[config.mk]
export PLATFORM = sky130hd
export DESIGN_NAME = latch_bank_wr_ctrl
export DESIGN_NICKNAME = d
export VERILOG_FILES = /design/src/rtl/latch_bank_wr_ctrl_pkg.sv /design/src/rtl/latch_bank_wr_ctrl_rr_arb2.sv /design/src/rtl/latch_bank_wr_ctrl.sv
export SDC_FILE = /design/constraint.sdc
export NUM_CORES = 1
export LEC_CHECK = 0
export ABC_AREA = 1
export ABC_CLOCK_PERIOD_IN_PS = 1700
export BUFFER_PORTS_ARGS = -buffer_cell sky130_fd_sc_hd__buf_2
export CORE_MARGIN = 1.5
export CORE_UTILIZATION = 51
export CTS_BUF_LIST = sky130_fd_sc_hd__clkbuf_4
export CTS_CLUSTER_SIZE = 10
export DETAILED_ROUTE_END_ITERATION = 6
export PLACE_DENSITY = 0.81
export RECOVER_POWER = 50
export SETUP_SLACK_MARGIN = 0.05
export SYNTH_ARGS = -nofsm -noshare
export SYNTH_HDL_FRONTEND = slang
export SYNTH_SLANG_ARGS = --single-unit
[constraint.sdc]
create_clock -name CLK -period 1.7 [get_ports CLK]
set_input_delay 0.085 -clock CLK [delete_from_list [all_inputs] [get_ports CLK]]
set_output_delay 0.085 -clock CLK [all_outputs]
set_load 0.005 [all_outputs]
[src/rtl/latch_bank_wr_ctrl_pkg.sv]
// Shared types for the latch-bank write sequencer: FSM state encoding,
// hold-counter width and the two-way round-robin pick function.
package latch_bank_wr_ctrl_pkg;

   typedef enum logic [2:0] {
      ST_IDLE  = 3'd0,
      ST_SETUP = 3'd1,
      ST_OPEN  = 3'd2,
      ST_HOLD  = 3'd3,
      ST_DONE  = 3'd4
   } state_e;

   // Wide enough for HOLD_CYC up to 15.
   localparam int HCNT_W = 4;

   // When both request, grant the one that was not granted last.
   function automatic logic [1:0] rr_pick(input logic [1:0] req, input logic last);
      logic [1:0] g;
      g = req;
      if (req == 2'b11) g = last ? 2'b01 : 2'b10;
      return g;
   endfunction

endpackage

[src/rtl/latch_bank_wr_ctrl_rr_arb2.sv]
// Two-way round-robin arbiter; the last-granted flop moves on every accepted grant.
module rr_arb2
   import latch_bank_wr_ctrl_pkg::*;
(
   input  logic       clk_i,
   input  logic       rst_i,
   input  logic [1:0] req_i,
   input  logic       advance_i,
   output logic [1:0] grant_o
);

   logic last_q, last_d;

   always_comb begin
      grant_o = rr_pick(req_i, last_q);
      last_d  = last_q;
      if (advance_i && (grant_o != 2'b00)) last_d = grant_o[1];
   end

   // Reset to "requester 1 was last" so requester 0 wins the first tie.
   always_ff @(posedge clk_i or posedge rst_i) begin
      if (rst_i) last_q <= 1'b1;
      else       last_q <= last_d;
   end

endmodule

[src/rtl/latch_bank_wr_ctrl.sv]
// Write sequencer for a bank of active-low-gate latch words: arbitrates two
// requesters and drives registered, single-cycle gate pulses around stable data.
module latch_bank_wr_ctrl
   import latch_bank_wr_ctrl_pkg::*;
#(
   parameter int DEPTH    = 8,
   parameter int AW       = 3,
   parameter int DW       = 16,
   parameter int HOLD_CYC = 1
) (
   input  logic             CLK,
   input  logic             RESET,
   input  logic             REQ0,
   input  logic [AW-1:0]    ADDR0,
   input  logic [DW-1:0]    WDATA0,
   output logic             ACK0,
   input  logic             REQ1,
   input  logic [AW-1:0]    ADDR1,
   input  logic [DW-1:0]    WDATA1,
   output logic             ACK1,
   output logic [DW-1:0]    LAT_D,
   output logic [DEPTH-1:0] LAT_GN,
   output logic             BUSY,
   output logic             ERR
);

   state_e             state_q, state_d;
   logic [AW-1:0]      addr_q, addr_d;
   logic               gid_q, gid_d;
   logic [HCNT_W-1:0]  cnt_q, cnt_d;
   logic [DW-1:0]      latd_q, latd_d;
   logic [DEPTH-1:0]   gn_q, gn_d;
   logic               ack0_q, ack0_d;
   logic               ack1_q, ack1_d;
   logic               busy_q, busy_d;
   logic               err_q, err_d;

   logic [1:0]         arb_req, grant;
   logic               take, in_rng, hold_end;

   // The just-acked requester is masked in DONE so a still-high REQ is not re-served.
   always_comb begin
      arb_req = 2'b00;
      case (state_q)
         ST_IDLE: arb_req = {REQ1, REQ0};
         ST_DONE: arb_req = {REQ1 & ~gid_q, REQ0 & gid_q};
         default: arb_req = 2'b00;
      endcase
   end

   rr_arb2 u_arb (
      .clk_i     (CLK),
      .rst_i     (RESET),
      .req_i     (arb_req),
      .advance_i (take),
      .grant_o   (grant)
   );

   assign take     = (grant != 2'b00);
   assign in_rng   = (int'(addr_q) < DEPTH);
   assign hold_end = (state_q == ST_HOLD) && (cnt_q == '0);

   always_comb begin
      state_d = state_q;
      addr_d  = addr_q;
      gid_d   = gid_q;
      cnt_d   = cnt_q;
      latd_d  = latd_q;
      gn_d    = '1;
      ack0_d  = 1'b0;
      ack1_d  = 1'b0;
      err_d   = 1'b0;

      case (state_q)
         ST_IDLE:  if (take) state_d = ST_SETUP;
         ST_SETUP: state_d = ST_OPEN;
         ST_OPEN:  state_d = ST_HOLD;
         ST_HOLD:  if (hold_end) state_d = ST_DONE;
         ST_DONE:  state_d = take ? ST_SETUP : ST_IDLE;
         default:  state_d = ST_IDLE;
      endcase

      // Capture on the SETUP-entry edge; LAT_D is only ever loaded here.
      if (take) begin
         gid_d  = grant[1];
         addr_d = grant[1] ? ADDR1  : ADDR0;
         latd_d = grant[1] ? WDATA1 : WDATA0;
      end

      // Gate is registered: decoded during SETUP, visible for the OPEN cycle only.
      if (state_q == ST_SETUP) begin
         for (int i = 0; i < DEPTH; i++)
            if (int'(addr_q) == i) gn_d[i] = 1'b0;
      end

      if (state_q == ST_OPEN)      cnt_d = HCNT_W'(HOLD_CYC - 1);
      else if (state_q == ST_HOLD) cnt_d = cnt_q - HCNT_W'(1);

      if (hold_end) begin
         ack0_d = ~gid_q;
         ack1_d = gid_q;
         err_d  = ~in_rng;
      end

      busy_d = (state_d != ST_IDLE);
   end

   always_ff @(posedge CLK or posedge RESET) begin
      if (RESET) begin
         state_q <= ST_IDLE;
         addr_q  <= '0;
         gid_q   <= 1'b0;
         cnt_q   <= '0;
         latd_q  <= '0;
         gn_q    <= '1;
         ack0_q  <= 1'b0;
         ack1_q  <= 1'b0;
         busy_q  <= 1'b0;
         err_q   <= 1'b0;
      end else begin
         state_q <= state_d;
         addr_q  <= addr_d;
         gid_q   <= gid_d;
         cnt_q   <= cnt_d;
         latd_q  <= latd_d;
         gn_q    <= gn_d;
         ack0_q  <= ack0_d;
         ack1_q  <= ack1_d;
         busy_q  <= busy_d;
         err_q   <= err_d;
      end
   end

   assign LAT_D  = latd_q;
   assign LAT_GN = gn_q;
   assign ACK0   = ack0_q;
   assign ACK1   = ack1_q;
   assign BUSY   = busy_q;
   assign ERR    = err_q;

endmodule
Word-level counts from Yosys, hierarchy flattened. Index checks and enable logic that the tools add are counted.

Add/sub/neg operators: 1. Multipliers: 0. Divide/modulo/power cells: 0. Order comparisons: 0. Eq/ne operators: 12. Shift-type cells: 0. Muxes and demuxes: 22. Bitwise logic cells: 3. Reductions and logical operators: 7.

Operator list (number): 2-to-1 mux 16 bit (1); == test 3 bit (second input constant) (5); one-hot mux 3 bit (5 select lines) (1); == test 3 x 2 -> 1 bit (second input constant) (4); 2-to-1 mux 1 bit (11); 2-to-1 mux 3 bit (3); 2-to-1 mux 4 bit (2); 2-to-1 mux 8 bit (1); == test 3 x 1 -> 1 bit (second input constant) (2); zero test 3 bit (2); zero test 4 bit (1); 2-to-1 mux 2 bit (2); one-hot mux 2 bit (2 select lines) (1); nonzero test 2 bit (2); subtractor 4 x 1 -> 4 bit (second input constant) (1); nonzero test 3 bit (1); bitwise AND 1 bit (2); == test 2 bit (second input constant) (1); logical AND 1 bit (1); inverter 1 bit (1).

Bits in registers: 39. Bits in latches: 0. Memory bits (writable): 0. Memory bits (read-only): 0. Input port bits: 42. Output and inout bits: 28. Word-level logic and storage cells: 55. Memories kept: 0.

Longest topological paths before layout.
Word-level depth: 9. Gate-level depth with buffers: 9. Gate-level depth less buffers: 8.

Hierarchy. A second synthesis with hierarchy kept.

Cell total of the unflattened synthesis: 200. Area, all modules: 1731.7 µm².

By module, submodules not included: latch_bank_wr_ctrl (times used 1, cells each 191, area each 1666.6 µm², seq. area each 960.9 µm²); rr_arb2 (times used 1, cells each 9, area each 65.1 µm², seq. area each 26.3 µm²).

Worst setup path before layout. No wires, ideal clock.

Path kind: reg2reg. Start point: register state_q[0]. End point: register latd_q[10], in the netlist LAT_D[10]. Setup time: 0.117 ns. Arrival: 1.074 ns. Setup slack: 0.509 ns. Cell stages (with the launch flop): 9. Buffers on the path: 2. Clock period less this slack: 1.191 ns. Path through: dfrtp_1 -> inv_2 -> nand2_2 -> nor2_4 -> buf_6 -> buf_12 -> nand3_2 -> nand3_1 -> nand2_1.

Word-level cells in the longest chain between the ends: 5. Elaborated cells between the ends (all ways): 7. Those cells by class: 2 x eq/ne; 3 x mux; 2 x reduce/logical.

Ends and longest elaborated chain: start, declared (line latch_bank_wr_ctrl.sv:27) `state_e state_q, state_d;`; start signal, assigned (line latch_bank_wr_ctrl.sv:121) `state_q <= state_d;`; == test 3 bit or zero test 3 bit (tied branches) (line latch_bank_wr_ctrl.sv:44) `case (state_q)`; one-hot mux 2 bit (2 select lines) (*) (line latch_bank_wr_ctrl.sv:44); == test 2 bit (line latch_bank_wr_ctrl_pkg.sv:20) `if (req == 2'b11) g = last ? 2'b01 : 2'b10;`; 2-to-1 mux 2 bit (*) (line latch_bank_wr_ctrl_pkg.sv:20); 2-to-1 mux 16 bit or nonzero test 2 bit (tied branches) (line latch_bank_wr_ctrl.sv:87, latch_bank_wr_ctrl.sv:59); end signal, assigned (line latch_bank_wr_ctrl.sv:125) `latd_q <= latd_d;`; end, declared (line latch_bank_wr_ctrl.sv:31) `logic [DW-1:0] latd_q, latd_d;`.

Every way passes the cells marked *; elsewhere a longest branch is shown, timed or not. A chain may end at the register's enable or synchronous reset.

Worst setup path in the final report.
Start point: register state_q[1]. End point: register addr_q[1].

Word-level cells in the longest chain between the ends: 5. Elaborated cells between the ends (all ways): 7. Those cells by class: 2 x eq/ne; 3 x mux; 2 x reduce/logical.

Ends and longest elaborated chain: == test 3 bit or zero test 3 bit (tied branches) (line latch_bank_wr_ctrl.sv:44); one-hot mux 2 bit (2 select lines) (*) (line latch_bank_wr_ctrl.sv:44); == test 2 bit (line latch_bank_wr_ctrl_pkg.sv:20); 2-to-1 mux 2 bit (*) (line latch_bank_wr_ctrl_pkg.sv:20); 2-to-1 mux 3 bit or nonzero test 2 bit (tied branches) (line latch_bank_wr_ctrl.sv:86, latch_bank_wr_ctrl.sv:59); end signal, assigned (line latch_bank_wr_ctrl.sv:122) `addr_q <= addr_d;`; end, declared (line latch_bank_wr_ctrl.sv:28) `logic [AW-1:0] addr_q, addr_d;`.

Marked as above.

==> impl.org <==
** STA
- Final Cycle Share :: 86.05%
- Final total negative setup slack :: 0 ns
- Achievable frequency :: roughly 0.68 GHz
- Fin. Hold Viols :: 0
- At the pin with the least slew margin, the transition time is 0.7309 ns.
- The worst pin sits at a relative slew slack of 51.28%.
- Number of slew-limit violations in the final report :: 0
- Skew final :: 0.01268 ns
- Unrepaired setup endpoints after global routing :: false
- Fin crit period :: approximately 1.5 ns
- Setup violations remaining at the end of the flow were counted as 0.

** Worst setup path
- Startpoint type of the worst setup path :: flop
- In this run the worst path has a maximum fanout of 22.
- The worst setup path is of the reg2reg kind.
- Standard cell with the maximum stage delay on the critical path :: sky130_fd_sc_hd__dfrtp_1
- Data arrives at the worst endpoint at 1.72 ns.
- Reg2reg setup slack :: roughly 0.24 ns
- Walking the worst path, the cells encountered are inv_2 > nand2_2 > nor2_4 > inv_2 > nand2_1 > inv_2 > nand2_1 > nand2_1.
- Delay contributed by the slowest stage of the critical path :: 0.43 ns
- Element type at the critical path end :: flop
- Required time reported for the critical path endpoint :: 1.95 ns
- On the critical path the largest part of the delay comes from simple AND/OR/NAND/NOR gates.
- Counting both buffers and inverters, the worst setup path holds a total of 3.

** Layout
- Combined area of the multi-input logic cells :: between 700 and 800 µm²
- The finished cells cover 2421 µm².
- Area growth, synth to finish :: 20.49%
- Post-route insts no fill :: approximately 370
- N_diodes :: 0
- Share of post-route cells with drive strength above 1 :: approximately 33%
- After the last flow step, the layout net total stands at 368.
- Registers take just under 1000 µm².
- Number of fillers in the final layout :: between 300 and 400

** Placement
- Once placement completed, the tool counted placed cells totaling about 360.
- Number of buffers inserted by port buffering :: 68
- Placed Instance Area :: 2365 µm²
- Final Wtd Congestion :: 0.8206
- The wire-length estimate of the detail-placed layout is between 3 and 4 mm.

** Synth
- Synth top area cells :: sky130_fd_sc_hd__dfrtp_1 37%, sky130_fd_sc_hd__nand2_1 15%, sky130_fd_sc_hd__dfstp_2 12%
- The number of nets in the synthesized netlist is between 200 and 300.
- Part of the Yosys area used for sequential elements :: between 40% and 50%
- After synthesis, the largest area contributor takes up 37.36% of total cell area.
- In this run, synthesis produced a sequential element count of 39.
- Count of distinct cell types in the synthesized netlist :: 20
- Ys Warns :: 0
- Each instance of the synthesized netlist takes up on average around 8 µm².
- The synthesized netlist occupies a cell area of about 2000 µm².
- Post-synthesis cell count :: about 250
- sky130_fd_sc_hd__dfrtp_1 takes more of the synthesized area than any other cell.

** Clock tree
- The clock net in this run drives a total of 39 sinks.
- The clock passes through at most 2 buffers.
- The clock reaches the later pin of the worst-skew pair after ~0.36 ns.
- Reg clk slew, reported paths :: between 0.1 and 0.15 ns
- H-tree Lvls :: 2
- Buffers added to address setup during post-CTS repair amount to 0.
- Post-CTS Resized :: 0
- Num CTS Buffers :: 5
- Root buffer cell :: sky130_fd_sc_hd__clkbuf_4
- TritonCTS built the clock tree.

** Detailed routing
- In the routed layout, each cell is associated on average with a via count of 4.721.
- Residual DRC count :: 0
- After detailed routing, the average wire length per cell comes to 11.00 µm.
- The final route contains roughly 1800 vias.
- In this run the remaining antenna-violating nets after routing total 0.
- After the first detailed-routing iteration, the DRC count stood at 91.
- Wirelength, routed :: a little over 4 mm
- The first TritonRoute pass finished after 4 iterations.

** Pwr
- Net switching power figure :: 0.001484 W
- In this run, the clock network consumes a little over an eighth of the power.
- In this run the power density over the cells is roughly 1500 nW/µm².
- The share of total power dissipated in combinational logic is 43.3%.
- Overall power after layout :: between 0.003 and 0.004 W
- Internal Power :: 0.002086 W
- In this run switching power makes up between 40 and 50% of total power.
- Leakage dissipation :: 1.421 nW
- Portion of total power attributed to sequential cells :: a little over two fifths
- The worst-case IR drop observed on VDD is around 760 µV.

** Global routing
- Global router's overall resource usage :: 21.57%
- Congestion Overflow GR :: 0
- Via count of the first global-routing pass :: about 1700
- The initial antenna violation count was 0.
- First-pass GRT wire length :: just over 7 mm
- Entering global routing, the biggest net connects 23 pins.

** Run status
- The flow ran to the end, and the final reports show no timing, DRC or antenna violations.

** Die
- The die covers 4326 µm².
- Initial standard-cell utilization of the core :: approximately 54%
- Measured along the y axis, the die boundary spans between 60 and 70 µm.
- In this run the count of I/O pins placed on the die edge is 70.
- After floorplanning, the core was sized to cover 3716 µm².
- The floorplan step set the die width to 65.77 µm.
- Site row count :: 22

** Hold path
- The worst hold path belongs to the class in2reg.

** Run
- Max-cap violations in this run came to 0.
cell type report:
cell class	instances	area share (%)
sequential	39	40.78
tap	48	2.481
multi-input combinational	145	29.20
clock buffer	5	1.550
inverter	56	8.682
clock inverter	3	0.8269
timing repair buffer	77	16.49
power groups by stage:
stage | registers (W) | clock network (W) | logic (W)
CTS | 0.00156 | 0.000477 | 0.00157
global route | 0.00161 | 0.000525 | 0.00176
global placement | 0.00157 | 0 | 0.00150
floorplan | 0.00156 | 0 | 0.00111
finish | 0.00156 | 0.000468 | 0.00155
detailed placement | 0.00157 | 0 | 0.00156
final timing paths:
path,to,cells past startpoint,from
max in group asynchronous,ACK1$_DFF_PP0_,4,RESET
worst min-delay path,LAT_D[12]$_DFFE_PP0P_,5,WDATA0[12]
worst max register to register,addr_q[1]$_DFFE_PP0P_,8,state_q[1]$_DFF_PP0_
min in group asynchronous,LAT_D[12]$_DFFE_PP0P_,3,RESET
worst min register to register,LAT_D[4]$_DFFE_PP0P_,2,LAT_D[4]$_DFFE_PP0P_
worst max-delay path,addr_q[1]$_DFFE_PP0P_,8,state_q[1]$_DFF_PP0_
worst reg2reg max path: stages (launching register included):
cell and delay [ns]:
sky130_fd_sc_hd__dfrtp_1 0.43, sky130_fd_sc_hd__inv_2 0.09, sky130_fd_sc_hd__nand2_2 0.07, sky130_fd_sc_hd__nor2_4 0.13, sky130_fd_sc_hd__inv_2 0.03, sky130_fd_sc_hd__nand2_1 0.21, sky130_fd_sc_hd__inv_2 0.22, sky130_fd_sc_hd__nand2_1 0.11
sky130_fd_sc_hd__nand2_1 0.05
cell usage in the layout, fill, tap and decap left out, types with 4 or more instances in the layout:
cell,n
sky130_fd_sc_hd__o21ai_0,4
sky130_fd_sc_hd__nor2_1,7
sky130_fd_sc_hd__buf_4,6
sky130_fd_sc_hd__dfstp_2,9
sky130_fd_sc_hd__nand2_1,79
sky130_fd_sc_hd__clkbuf_4,5
sky130_fd_sc_hd__buf_2,65
sky130_fd_sc_hd__dfrtp_1,30
sky130_fd_sc_hd__nand3_2,11
sky130_fd_sc_hd__inv_1,51
sky130_fd_sc_hd__nand3_1,33
sky130_fd_sc_hd__clkbuf_1,5
sky130_fd_sc_hd__inv_2,5
through the flow:
| stage | hold slack, ns | utilization [%] | setup WS, ns |
|---|---|---|---|
| after floorplan | 0.2834 | - | 0.5091 |
| after global placement | 0.1258 | 63.64 | 0.3014 |
| after detailed placement | 0.1406 | 63.64 | 0.2777 |
| after CTS | 0.01310 | 65.45 | 0.2463 |
| after global routing | 0.02323 | 65.15 | 0.08862 |
| final | 0.01517 | 65.15 | 0.2372 |
cell families (layout without fill, tap and decap cells):
| logic type | after synthesis | count (layout) | share of synthesized area, % |
|---|---|---|---|
| and+or+nand+nor | 135 | 135 | 31.57 |
| buffers and inverters | 67 | 141 | 15.69 |
| DFF | 39 | 39 | 49.13 |
| AOI/OAI and AO/OA | 5 | 5 | 1.308 |
| adders and majority gates | 2 | 2 | 1.245 |
| xor gates and xnor gates | 2 | 2 | 0.8719 |
| other | 1 | 1 | 0.1866 |
per-layer routing:
metal | vias to the layer above | wire (µm) | track usage, %
met3 | 8 | 186 | 4.600
met5 | - | 0 | 0
met1 | 816 | 1843 | 28.13
met2 | 46 | 2014 | 36.11
li1 | 891 | - | -
met4 | 0 | 60 | 6.250
sequential cells by signal (all words and copies together) (netlist names):
signal and cells:
state_q 3, ACK1 1, cnt_q 4, addr_q 3
BUSY 1, LAT_D 16, u_arb.last_q 1, LAT_GN 8
gid_q 1, ACK0 1
what timing repair did:
action	in CTS	in global routing
hold buffers	1	0
setup endpoints to repair	0	0
endpoints found under the hold margin	5	0
cells in the mapped netlist, drive strengths merged:
library cell  instances
dfstp                 9
ha                    2
nand4                 2
conb                  1
inv                  56
nor2                  8
nand2                81
o22ai                 1
nand3                44
dfrtp                30
buf                  11
xor2                  2
o21ai                 4
(Power assumes the default switching activity.)
